**src/rtl/soc_system_sysid_regs_pkg.sv**
```systemverilog
// soc_system_sysid_pkg
// Shared constants for the system-ID register block: word addresses, CTRL/STAT
// bit positions, CAPS field positions and a helper that packs the CAPS word.
package soc_system_sysid_pkg;

  localparam logic [3:0] ADDR_ID        = 4'd0;
  localparam logic [3:0] ADDR_TIMESTAMP = 4'd1;
  localparam logic [3:0] ADDR_CAPS      = 4'd2;
  localparam logic [3:0] ADDR_CTRL      = 4'd3;
  localparam logic [3:0] ADDR_UPTIME_LO = 4'd4;
  localparam logic [3:0] ADDR_UPTIME_HI = 4'd5;
  localparam logic [3:0] ADDR_SCRATCH0  = 4'd8;

  localparam int CTRL_CNT_EN = 0;
  localparam int CTRL_IRQ_EN = 1;
  localparam int CTRL_OVF    = 8;

  localparam int CAPS_VER_LSB  = 16;
  localparam int CAPS_NSCR_LSB = 8;
  localparam int CAPS_LAT_LSB  = 0;

  function automatic logic [31:0] caps_word(input logic [15:0] ver, input int nscr, input int lat);
    logic [31:0] w;
    w = '0;
    w[CAPS_VER_LSB  +: 16] = ver;
    w[CAPS_NSCR_LSB +: 8]  = nscr[7:0];
    w[CAPS_LAT_LSB  +: 8]  = lat[7:0];
    return w;
  endfunction

endpackage

```
**src/rtl/soc_system_sysid_regs_if.sv**
```systemverilog
// soc_system_sysid_regs_if
// Avalon-MM slave bus for the system-ID block (no waitrequest; reads return
// through readdatavalid).
//   address[3:0]   word address
//   read / write   one-cycle strobes
//   writedata      write data, byteenable selects lanes
//   readdata       read data, qualified by readdatavalid
interface soc_system_sysid_regs_if;
  logic [3:0]  address;
  logic        read;
  logic        write;
  logic [31:0] writedata;
  logic [3:0]  byteenable;
  logic [31:0] readdata;
  logic        readdatavalid;

  modport slave  (input  address, read, write, writedata, byteenable,
                  output readdata, readdatavalid);
  modport master (output address, read, write, writedata, byteenable,
                  input  readdata, readdatavalid);
endinterface

```
**src/rtl/soc_system_sysid_regs_rdpipe.sv**
```systemverilog
// soc_system_sysid_rdpipe
// LATENCY-deep read-return pipeline. Valid and data move together; a
// synchronous reset drops everything in flight.
//   i_clk, i_rst      clock, synchronous active-high reset
//   i_vld, i_data     read accepted this cycle / data sampled this cycle
//   o_vld, o_data     readdatavalid / readdata, LATENCY cycles later
module soc_system_sysid_rdpipe #(
  parameter int LATENCY = 1,
  parameter int W       = 32
) (
  input  logic         i_clk,
  input  logic         i_rst,
  input  logic         i_vld,
  input  logic [W-1:0] i_data,
  output logic         o_vld,
  output logic [W-1:0] o_data
);

  logic [LATENCY:1]         r_vld_pipe;
  logic [LATENCY:1][W-1:0]  r_dat_pipe;

  always_ff @(posedge i_clk) begin
    if (i_rst) begin
      r_vld_pipe <= '0;
      r_dat_pipe <= '0;
    end else begin
      r_vld_pipe[1] <= i_vld;
      r_dat_pipe[1] <= i_data;
      for (int s = 2; s <= LATENCY; s++) begin
        r_vld_pipe[s] <= r_vld_pipe[s-1];
        r_dat_pipe[s] <= r_dat_pipe[s-1];
      end
    end
  end

  assign o_vld  = r_vld_pipe[LATENCY];
  assign o_data = r_dat_pipe[LATENCY];

endmodule

```
**src/rtl/soc_system_sysid_regs.sv**
```systemverilog
// soc_system_sysid_regs
// System-ID / info register block on the lightweight HPS bridge.
//   clock, reset   system clock, synchronous active-high reset
//   bus (slave)    Avalon-MM register port, see soc_system_sysid_regs_if
//   overflow_irq   level interrupt: sticky uptime overflow AND irq_en
// Map: 0 ID, 1 TIMESTAMP, 2 CAPS, 3 CTRL/STAT, 4 UPTIME_LO, 5 UPTIME_HI,
//      8.. scratch. Everything else reads 0 and ignores writes.
module soc_system_sysid_regs
  import soc_system_sysid_pkg::*;
#(
  parameter logic [31:0] ID_VALUE     = 32'hACD5_1302,
  parameter logic [31:0] TIMESTAMP    = 32'h5589_A35F,
  parameter logic [15:0] VERSION      = 16'h0002,
  parameter int          NUM_SCRATCH  = 2,
  parameter int          READ_LATENCY = 1,
  parameter int          CNT_W        = 64
) (
  input  logic                    clock,
  input  logic                    reset,
  soc_system_sysid_regs_if.slave  bus,
  output logic                    overflow_irq
);

  localparam logic [31:0] CAPS_VAL = caps_word(VERSION, NUM_SCRATCH, READ_LATENCY);

  logic [CNT_W-1:0]                   r_cnt;
  logic [31:0]                        r_hi_shadow;
  logic                               r_cnt_en;
  logic                               r_irq_en;
  logic                               r_ovf;
  logic [NUM_SCRATCH-1:0][31:0]       r_scratch;

  logic        w_wr;
  logic        w_wr_ctrl;
  logic        w_rd_lo;
  logic        w_wrap;
  logic [31:0] w_ctrl;
  logic [31:0] w_rdata;

  // A read in the same cycle as a write wins; the write is dropped.
  assign w_wr      = bus.write & ~bus.read;
  assign w_wr_ctrl = w_wr & (bus.address == ADDR_CTRL);
  assign w_rd_lo   = bus.read & (bus.address == ADDR_UPTIME_LO);
  assign w_wrap    = r_cnt_en & (&r_cnt);

  always_comb begin
    w_ctrl              = '0;
    w_ctrl[CTRL_CNT_EN] = r_cnt_en;
    w_ctrl[CTRL_IRQ_EN] = r_irq_en;
    w_ctrl[CTRL_OVF]    = r_ovf;
  end

  always_comb begin
    w_rdata = '0;
    case (bus.address)
      ADDR_ID:        w_rdata = ID_VALUE;
      ADDR_TIMESTAMP: w_rdata = TIMESTAMP;
      ADDR_CAPS:      w_rdata = CAPS_VAL;
      ADDR_CTRL:      w_rdata = w_ctrl;
      ADDR_UPTIME_LO: w_rdata = r_cnt[31:0];
      ADDR_UPTIME_HI: w_rdata = r_hi_shadow;
      default: begin
        for (int k = 0; k < NUM_SCRATCH; k++)
          if (bus.address == ADDR_SCRATCH0 + 4'(k)) w_rdata = r_scratch[k];
      end
    endcase
  end

  always_ff @(posedge clock) begin
    if (reset) begin
      r_cnt       <= '0;
      r_hi_shadow <= '0;
      r_cnt_en    <= 1'b1;
      r_irq_en    <= 1'b0;
      r_ovf       <= 1'b0;
      r_scratch   <= '0;
    end else begin
      if (r_cnt_en) r_cnt <= r_cnt + CNT_W'(1);

      // LO read freezes the upper half so a following HI read is tear-free.
      if (w_rd_lo) r_hi_shadow <= r_cnt[63:32];

      if (w_wr_ctrl && bus.byteenable[0]) begin
        r_cnt_en <= bus.writedata[CTRL_CNT_EN];
        r_irq_en <= bus.writedata[CTRL_IRQ_EN];
      end

      // A wrap on the same edge as a W1C keeps the flag set.
      if (w_wrap)
        r_ovf <= 1'b1;
      else if (w_wr_ctrl && bus.byteenable[1] && bus.writedata[CTRL_OVF])
        r_ovf <= 1'b0;

      for (int k = 0; k < NUM_SCRATCH; k++)
        if (w_wr && bus.address == ADDR_SCRATCH0 + 4'(k))
          for (int b = 0; b < 4; b++)
            if (bus.byteenable[b]) r_scratch[k][b*8 +: 8] <= bus.writedata[b*8 +: 8];
    end
  end

  assign overflow_irq = r_ovf & r_irq_en;

  soc_system_sysid_rdpipe #(
    .LATENCY (READ_LATENCY),
    .W       (32)
  ) u_rdpipe (
    .i_clk  (clock),
    .i_rst  (reset),
    .i_vld  (bus.read),
    .i_data (w_rdata),
    .o_vld  (bus.readdatavalid),
    .o_data (bus.readdata)
  );

endmodule

```
**src/flat_wrapper.sv**
```systemverilog
// flat-port wrapper written by rule: the top's interface ports become plain ports
module soc_system_sysid_regs_flat import soc_system_sysid_pkg::*;
#(
  parameter logic [31:0] ID_VALUE     = 32'hACD5_1302,
  parameter logic [31:0] TIMESTAMP    = 32'h5589_A35F,
  parameter logic [15:0] VERSION      = 16'h0002,
  parameter int          NUM_SCRATCH  = 2,
  parameter int          READ_LATENCY = 1,
  parameter int          CNT_W        = 64
)
  (clock, reset, overflow_irq, bus_address, bus_read, bus_write, bus_writedata, bus_byteenable, bus_readdata, bus_readdatavalid);
  soc_system_sysid_regs_if bus_i ();
  input  logic clock;
  input  logic reset;
  output logic overflow_irq;
  input wire logic [$bits(bus_i.address)-1:0] bus_address;
  input wire logic [$bits(bus_i.read)-1:0] bus_read;
  input wire logic [$bits(bus_i.write)-1:0] bus_write;
  input wire logic [$bits(bus_i.writedata)-1:0] bus_writedata;
  input wire logic [$bits(bus_i.byteenable)-1:0] bus_byteenable;
  output wire logic [$bits(bus_i.readdata)-1:0] bus_readdata;
  output wire logic [$bits(bus_i.readdatavalid)-1:0] bus_readdatavalid;
  assign bus_i.address = bus_address;
  assign bus_i.read = bus_read;
  assign bus_i.write = bus_write;
  assign bus_i.writedata = bus_writedata;
  assign bus_i.byteenable = bus_byteenable;
  assign bus_readdata = bus_i.readdata;
  assign bus_readdatavalid = bus_i.readdatavalid;
  soc_system_sysid_regs #(.ID_VALUE(ID_VALUE), .TIMESTAMP(TIMESTAMP), .VERSION(VERSION), .NUM_SCRATCH(NUM_SCRATCH), .READ_LATENCY(READ_LATENCY), .CNT_W(CNT_W)) u_core (.clock(clock), .reset(reset), .bus(bus_i), .overflow_irq(overflow_irq));
endmodule
```
**config.mk**
```make
export PLATFORM = sky130hd
export DESIGN_NAME = soc_system_sysid_regs_flat
export DESIGN_NICKNAME = d
export VERILOG_FILES = /design/src/rtl/soc_system_sysid_regs_pkg.sv /design/src/rtl/soc_system_sysid_regs_if.sv /design/src/rtl/soc_system_sysid_regs_rdpipe.sv /design/src/rtl/soc_system_sysid_regs.sv /design/src/flat_wrapper.sv
export SDC_FILE = /design/constraint.sdc
export NUM_CORES = 1
export LEC_CHECK = 0
export ABC_AREA = 1
export CORE_MARGIN = 1
export CORE_UTILIZATION = 45
export CTS_CLUSTER_DIAMETER = 150
export CTS_CLUSTER_SIZE = 40
export DETAILED_ROUTE_END_ITERATION = 10
export PLACE_DENSITY = 0.76
export SETUP_SLACK_MARGIN = 0.3
export SLEW_MARGIN = 20
export SYNTH_ARGS = -nofsm -noshare
export SYNTH_HDL_FRONTEND = slang
export SYNTH_HIERARCHICAL = 1
export SYNTH_SLANG_ARGS = --single-unit
```
**constraint.sdc**
```tcl
create_clock -name clock -period 2.45 [get_ports clock]
set_input_delay 0.735 -clock clock [delete_from_list [all_inputs] [get_ports clock]]
set_output_delay 0.735 -clock clock [all_outputs]
set_load 0.01 [all_outputs]
```
After elaboration in Yosys (flattened, before gate mapping)
Cells that the tools add are included.

Output and inout bits: 34. Word-level logic and storage cells: 50. Flip-flop bits (word level): 196.

Reductions and logical operators: 16. Add/subtract/negate cells: 1. Bitwise logic cells: 6. Multiplexer cells: 5. Equality and inequality tests: 7.

Operators by type and width (count): $pmux W32 S6 (1); $add A64 B1 Y64 const B (1); $mux W32 (2); $reduce_and A64 Y1 (1); $reduce_and A2 Y1 (8); $eq A4 B2 Y1 const B (2); $eq A4 B3 Y1 const B (2); $eq A4 B4 Y1 const B (2); $and A1 B1 Y1 (5); $logic_and A1 B1 Y1 (5); $eq A4 B1 Y1 const B (1); $logic_not A4 Y1 (1); $mux W1 (2); $reduce_bool A2 Y1 (1); $not A1 Y1 (1).

Logic depth before layout (Yosys ltp)
Depth after elaboration: 7. Depth in mapped cells: 11.

By module
Netlist, hierarchy kept.

Modules (own cells, without submodules): soc_system_sysid_regs (sequential area each 3263.1 sq um, cells an instance 1246, instances 1, area each 8226.6 sq um); soc_system_sysid_rdpipe (sequential area each 660.6 sq um, cells an instance 103, instances 1, area each 958.4 sq um).

Least setup slack after synthesis
Ideal clock, no wire load.

Path type: input to register. From: input port bus_read. To: register u_core/r_scratch[37] (netlist bit). Data required time: 2331 ps. Arrival time: 1678 ps. Stages: 6. Slack: 652 ps. Buffers on the path: 2. Cell sequence: clkbuf_1 > nor2_4 > nand3_2 > buf_2 > o21ai_0 > a21oi_1.

Cells in the longest elaborated chain, start to end: 4.

RTL lines: from (decl) (RTL line flat_wrapper.sv:17) `input wire logic [$bits(bus_i.read)-1:0] bus_read;`; $not A1 Y1 (RTL line soc_system_sysid_regs.sv:41) `assign w_wr = bus.write & ~bus.read;`; $and A1 B1 Y1 (RTL line soc_system_sysid_regs.sv:41); $logic_and A1 B1 Y1 (RTL line soc_system_sysid_regs.sv:95) `if (w_wr && bus.address == ADDR_SCRATCH0 + 4'(k))`; $reduce_and A2 Y1 (no line); to (signal, indexed assignment) (RTL line soc_system_sysid_regs.sv:97) `if (bus.byteenable[b]) r_scratch[k][b*8 +: 8] <= bus.writedata[b*8 +: 8];`; to (decl) (RTL line soc_system_sysid_regs.sv:31) `logic [NUM_SCRATCH-1:0][31:0] r_scratch;`.

Every way passes these cells. A chain may end at the register's enable or synchronous reset.

Worst setup path after layout
From: register u_core.u_rdpipe.r_dat_pipe (netlist bit u_core/u_rdpipe/o_data[10]). To: output port bus_readdata[10].

RTL lines: from (decl) (RTL line soc_system_sysid_regs_rdpipe.sv:20) `logic [LATENCY:1][W-1:0] r_dat_pipe;`; from (signal, indexed assignment) (RTL line soc_system_sysid_regs_rdpipe.sv:31) `r_dat_pipe[s] <= r_dat_pipe[s-1];`; to (decl) (RTL line flat_wrapper.sv:21) `output wire logic [$bits(bus_i.readdata)-1:0] bus_readdata;`.

No word-level cell between the ends.

==> key figures <==
Setup path
  • CP Data Required Time: 1.71 ns
  • Cell Chain, Critical Path: clkdlybuf4s50_1
  • Worst path buffer plus inverter count: 1
  • R2R Path End: u_core/r_cnt[52]
  • Critical Path AT: 1.37 ns
  • Startpoint types: flip-flop
  • CP delay by family, top: buffers and inverters
  • CP max FO: 1
  • Worst r2r path cells: 8
  • Internal reg-to-reg setup slack: 0.54 ns
  • Endpoint class of the critical path: primary output
  • Crit path largest cell delay: roughly 0.56 ns
  • Slowest-stage cell, CP: clkdlybuf4s50_1
  • Worst setup endpoint: bus_readdata[10]
  • RR Startpoint: u_core/r_cnt[1]
  • Worst setup path class: flip-flop to primary output
  • Crit path launch: u_core/u_rdpipe/o_data[10]
  • Critical path depth: 1

Synthesis
  • Cell Area, Synth: 9185 um^2
  • Syn Area/Cell: about 6.8 um^2
  • Simple-Gate Fraction of Synth Area: between 30% and 40%
  • Yosys cell types: 37
  • Number of synthesized register bits: 196
  • Synth Area in Adders: less than 1%
  • Main combinational cell family by area after synthesis: simple AND/OR/NAND/NOR gates
  • Yosys warning count: 6
  • Asr flop ratio synth: 0%
  • Main flop type after synthesis: dfxtp_1
  • Post-synth EDFFs: 0
  • Post-Synth XOR/XNOR Area: less than 1%
  • Post-Syn Instances: 1349
  • Net count after synthesis: 1394
  • Mux cell area share after synthesis: 0%
  • Synth Area in Compound Gates: between 15 and 20%
  • Sequential area share after synthesis: between 40% and 50%

STA
  • Period utilization: 85.77%
  • Tmin final: between 2 and 2.5 ns
  • Fmax: 475.9 MHz
  • Max Slew Vio Count: 0
  • Final worst slack: roughly 0.35 ns
  • Clock Skew: ~0.0084 ns
  • Setup TNS: 0 ns
  • Worst-Margin Slew: approximately 0.71 ns
  • RSZ-0062 raised after global routing: yes
  • Slew HR: 52.53%
  • Final hold viol count: 0
  • Final setup vio count: 0

Floorplanning
  • Ports: 78
  • Initial core utilization: between 40% and 50%
  • Chip Width: 144.9 um
  • Die Span Y: 144.9 um
  • Std cell rows: 51
  • Die Area: 20990 um^2
  • Core Footprint: 19720 um^2

Route
  • Iteration-0 DRC Markers: 744
  • Residual DRC: 0
  • Post-route ant nets: 0
  • Vias: 8994
  • Total Wirelength: 26830 um
  • TritonRoute pass-1 iters: 7
  • Drt wl/cell: 15.71 um
  • Vias per cell: 5.266

Place
  • Post-DP HPWL: between 20000 and 25000 um
  • Gpl congestion: 0.9631
  • Port Buffers: 77
  • Post-DP Area: a little over 10000 um^2
  • Place WS: -0.03118 ns

Clocking
  • CTS root buf: clkbuf_16
  • Clock Latency Late Sink: roughly 0.44 ns
  • Reg clk slew, reported paths: 0.08 ns
  • CTS tree: done
  • Maximum root-to-sink buffer count: 2
  • Post-CTS setup repair buffer count: 0
  • Sink Count: 196
  • H-Tree Depth: 4
  • # hold bufs at CTS: 0
  • TritonCTS buffer count: 17

Global routing
  • GRT Util Overall: 26.54%
  • Most Used Layer, Global Route: met2
  • First-pass GRT wire length: roughly 42000 um
  • Met3 Use GR: 4.113%
  • Met1 Use GR: around 35%
  • Met2 GRT Util: 43.55%
  • Vias in the first global route: between 8000 and 9000
  • Global route overflow: 0
  • Pin count of the biggest net entering global routing: 67
  • Initial antenna violation count: 0

Final layout
  • Multi-input gate area: between 4000 and 5000 um^2
  • N_diodes: 0
  • Share of layout cells above drive strength 1: 9.425%
  • Sequential Area: 3925 um^2
  • Layout net count: between 1000 and 1500
  • Final core utilization: 55.68%
  • Layout area overhead: 19.53%
  • Fillcell total: 1833
  • Finished Cell Area: 10980 um^2

Power and ir drop
  • Leakage power: 3.810 nW
  • Max VDD drop: 0.0004531 V
  • P per Cell Area: 580.5 nW/um^2

Worst hold path
  • Worst min-delay path class: flip-flop to flip-flop

Job
  • Max-Cap Viols: 0

Outcome
  • Status: finished, final reports clean
==> sequential cells by signal, summed over array words and instances (netlist names) <==
register	count
u_core/r_hi_shadow	32
u_core/r_scratch	64
u_core/r_cnt_en	1
u_core/r_ovf	1
u_core/u_rdpipe/o_data	32
u_core/r_irq_en	1
u_core/u_rdpipe/o_vld	1
u_core/r_cnt	64
==> through the flow <==
stage	power, W	std cells	hold slack, ns
floorplan	0.003477	1349	0.4237
global placement	0.003648	1677	0.4335
detailed placement	0.003654	1677	0.4371
CTS	0.006411	1708	0.4485
global route	0.006572	1708	0.4661
finish	0.006374	1708	0.4465
==> worst min path at each step <==
stage	from	end	slack (ns)	cells past startpoint
after global placement	u_core/r_scratch[40]	u_core/r_scratch[40]	0.43	2
final	u_core/r_scratch[62]	u_core/r_scratch[62]	0.45	2
after CTS	u_core/r_scratch[40]	u_core/r_scratch[40]	0.45	2
after global routing	u_core/r_hi_shadow[28]	u_core/r_hi_shadow[28]	0.47	2
after floorplan	u_core/r_scratch[40]	u_core/r_scratch[40]	0.42	2
after detailed placement	u_core/r_scratch[40]	u_core/r_scratch[40]	0.44	2
==> routing by layer <==
layer	share of wire (%)	up-vias
met5	0	-
met4	2.9	0
met3	6.6	55
met2	47	313
met1	43	4152
li1	-	4474
==> area by class of cell <==
| type | instances | area share, % |
|---|---|---|
| Clock inverter | 14 | 1.493 |
| Timing Repair Buffer | 109 | 10.01 |
| Multi-Input combinational cell | 917 | 39.32 |
| Clock buffer | 17 | 3.875 |
| Inverter | 190 | 6.541 |
| Tap cell | 265 | 3.020 |
| Sequential cell | 196 | 35.75 |
==> cells in the mapped netlist, types with 4 or more instances <==
| library cell | count | share of area, % |
|---|---|---|
| inv_1 | 179 | 7.3 |
| buf_2 | 13 | 0.71 |
| clkbuf_1 | 22 | 0.90 |
| dfxtp_1 | 196 | 43 |
| nor2_2 | 17 | 1.2 |
| o211ai_1 | 5 | 0.41 |
| nor3_1 | 9 | 0.49 |
| a21oi_1 | 102 | 5.6 |
| buf_1 | 4 | 0.16 |
| nand4_1 | 14 | 0.95 |
| nor2_4 | 13 | 1.6 |
| nand3_1 | 54 | 2.9 |
| inv_2 | 10 | 0.41 |
| nand2_1 | 253 | 10 |
| o21ai_1 | 8 | 0.44 |
| nor3b_1 | 4 | 0.33 |
| buf_6 | 5 | 0.61 |
| nand2_2 | 14 | 0.95 |
| o21ai_0 | 121 | 6.6 |
| nor2_1 | 250 | 10 |
| o2111ai_1 | 24 | 2.3 |
| nand3_2 | 11 | 1.2 |
==> cells by family after synthesis <==
logic type / count (synthesis)
XOR/XNOR: 2
buffers and inverters: 236
flip-flops: 196
AO/OA/AOI/OAI: 269
adder cells (fa/ha/maj): 1
AND/OR/NAND/NOR: 645
==> layout by cell type, fill, tap and decap left out, types with 2 or more instances in the layout <==
cell type and instances:
o22ai_1 2, clkdlybuf4s50_1 74, o21ai_0 117, inv_8 5, and3_1 2, nor3b_1 4, clkinv_4 6, o21a_1 2
buf_4 24, dfxtp_1 195, nand4_1 14, nand2_2 14, inv_4 2, nor3_1 9, o21ai_1 12, nand3_1 54
o211ai_1 5, inv_1 178, nor2_2 19, nor2_1 248, o2111ai_1 24, inv_2 10, a211oi_1 2, clkbuf_16 17
nand3_2 11, nor2_4 13, a21oi_1 102, xor2_1 2, buf_12 7, nand2_1 253
==> where the power goes <==
| group | internal [W] | switching, W | total (W) |
|---|---|---|---|
| combinational | 0.000159 | 0.000203 | 0.000362 |
| sequential | 0.00321 | 0.0000135 | 0.00323 |
| clock | 0.00145 | 0.00134 | 0.00279 |
| total | 0.00482 | 0.00155 | 0.00637 |
==> repair_timing <==
| item | in CTS | in global routing |
|---|---|---|
| endpoints found under the setup margin | 1 | 35 |
| gates resized for setup | 2 | 9 |
| cloned | 0 | 0 |
Note: power is estimated with default switching activity, not from simulation.
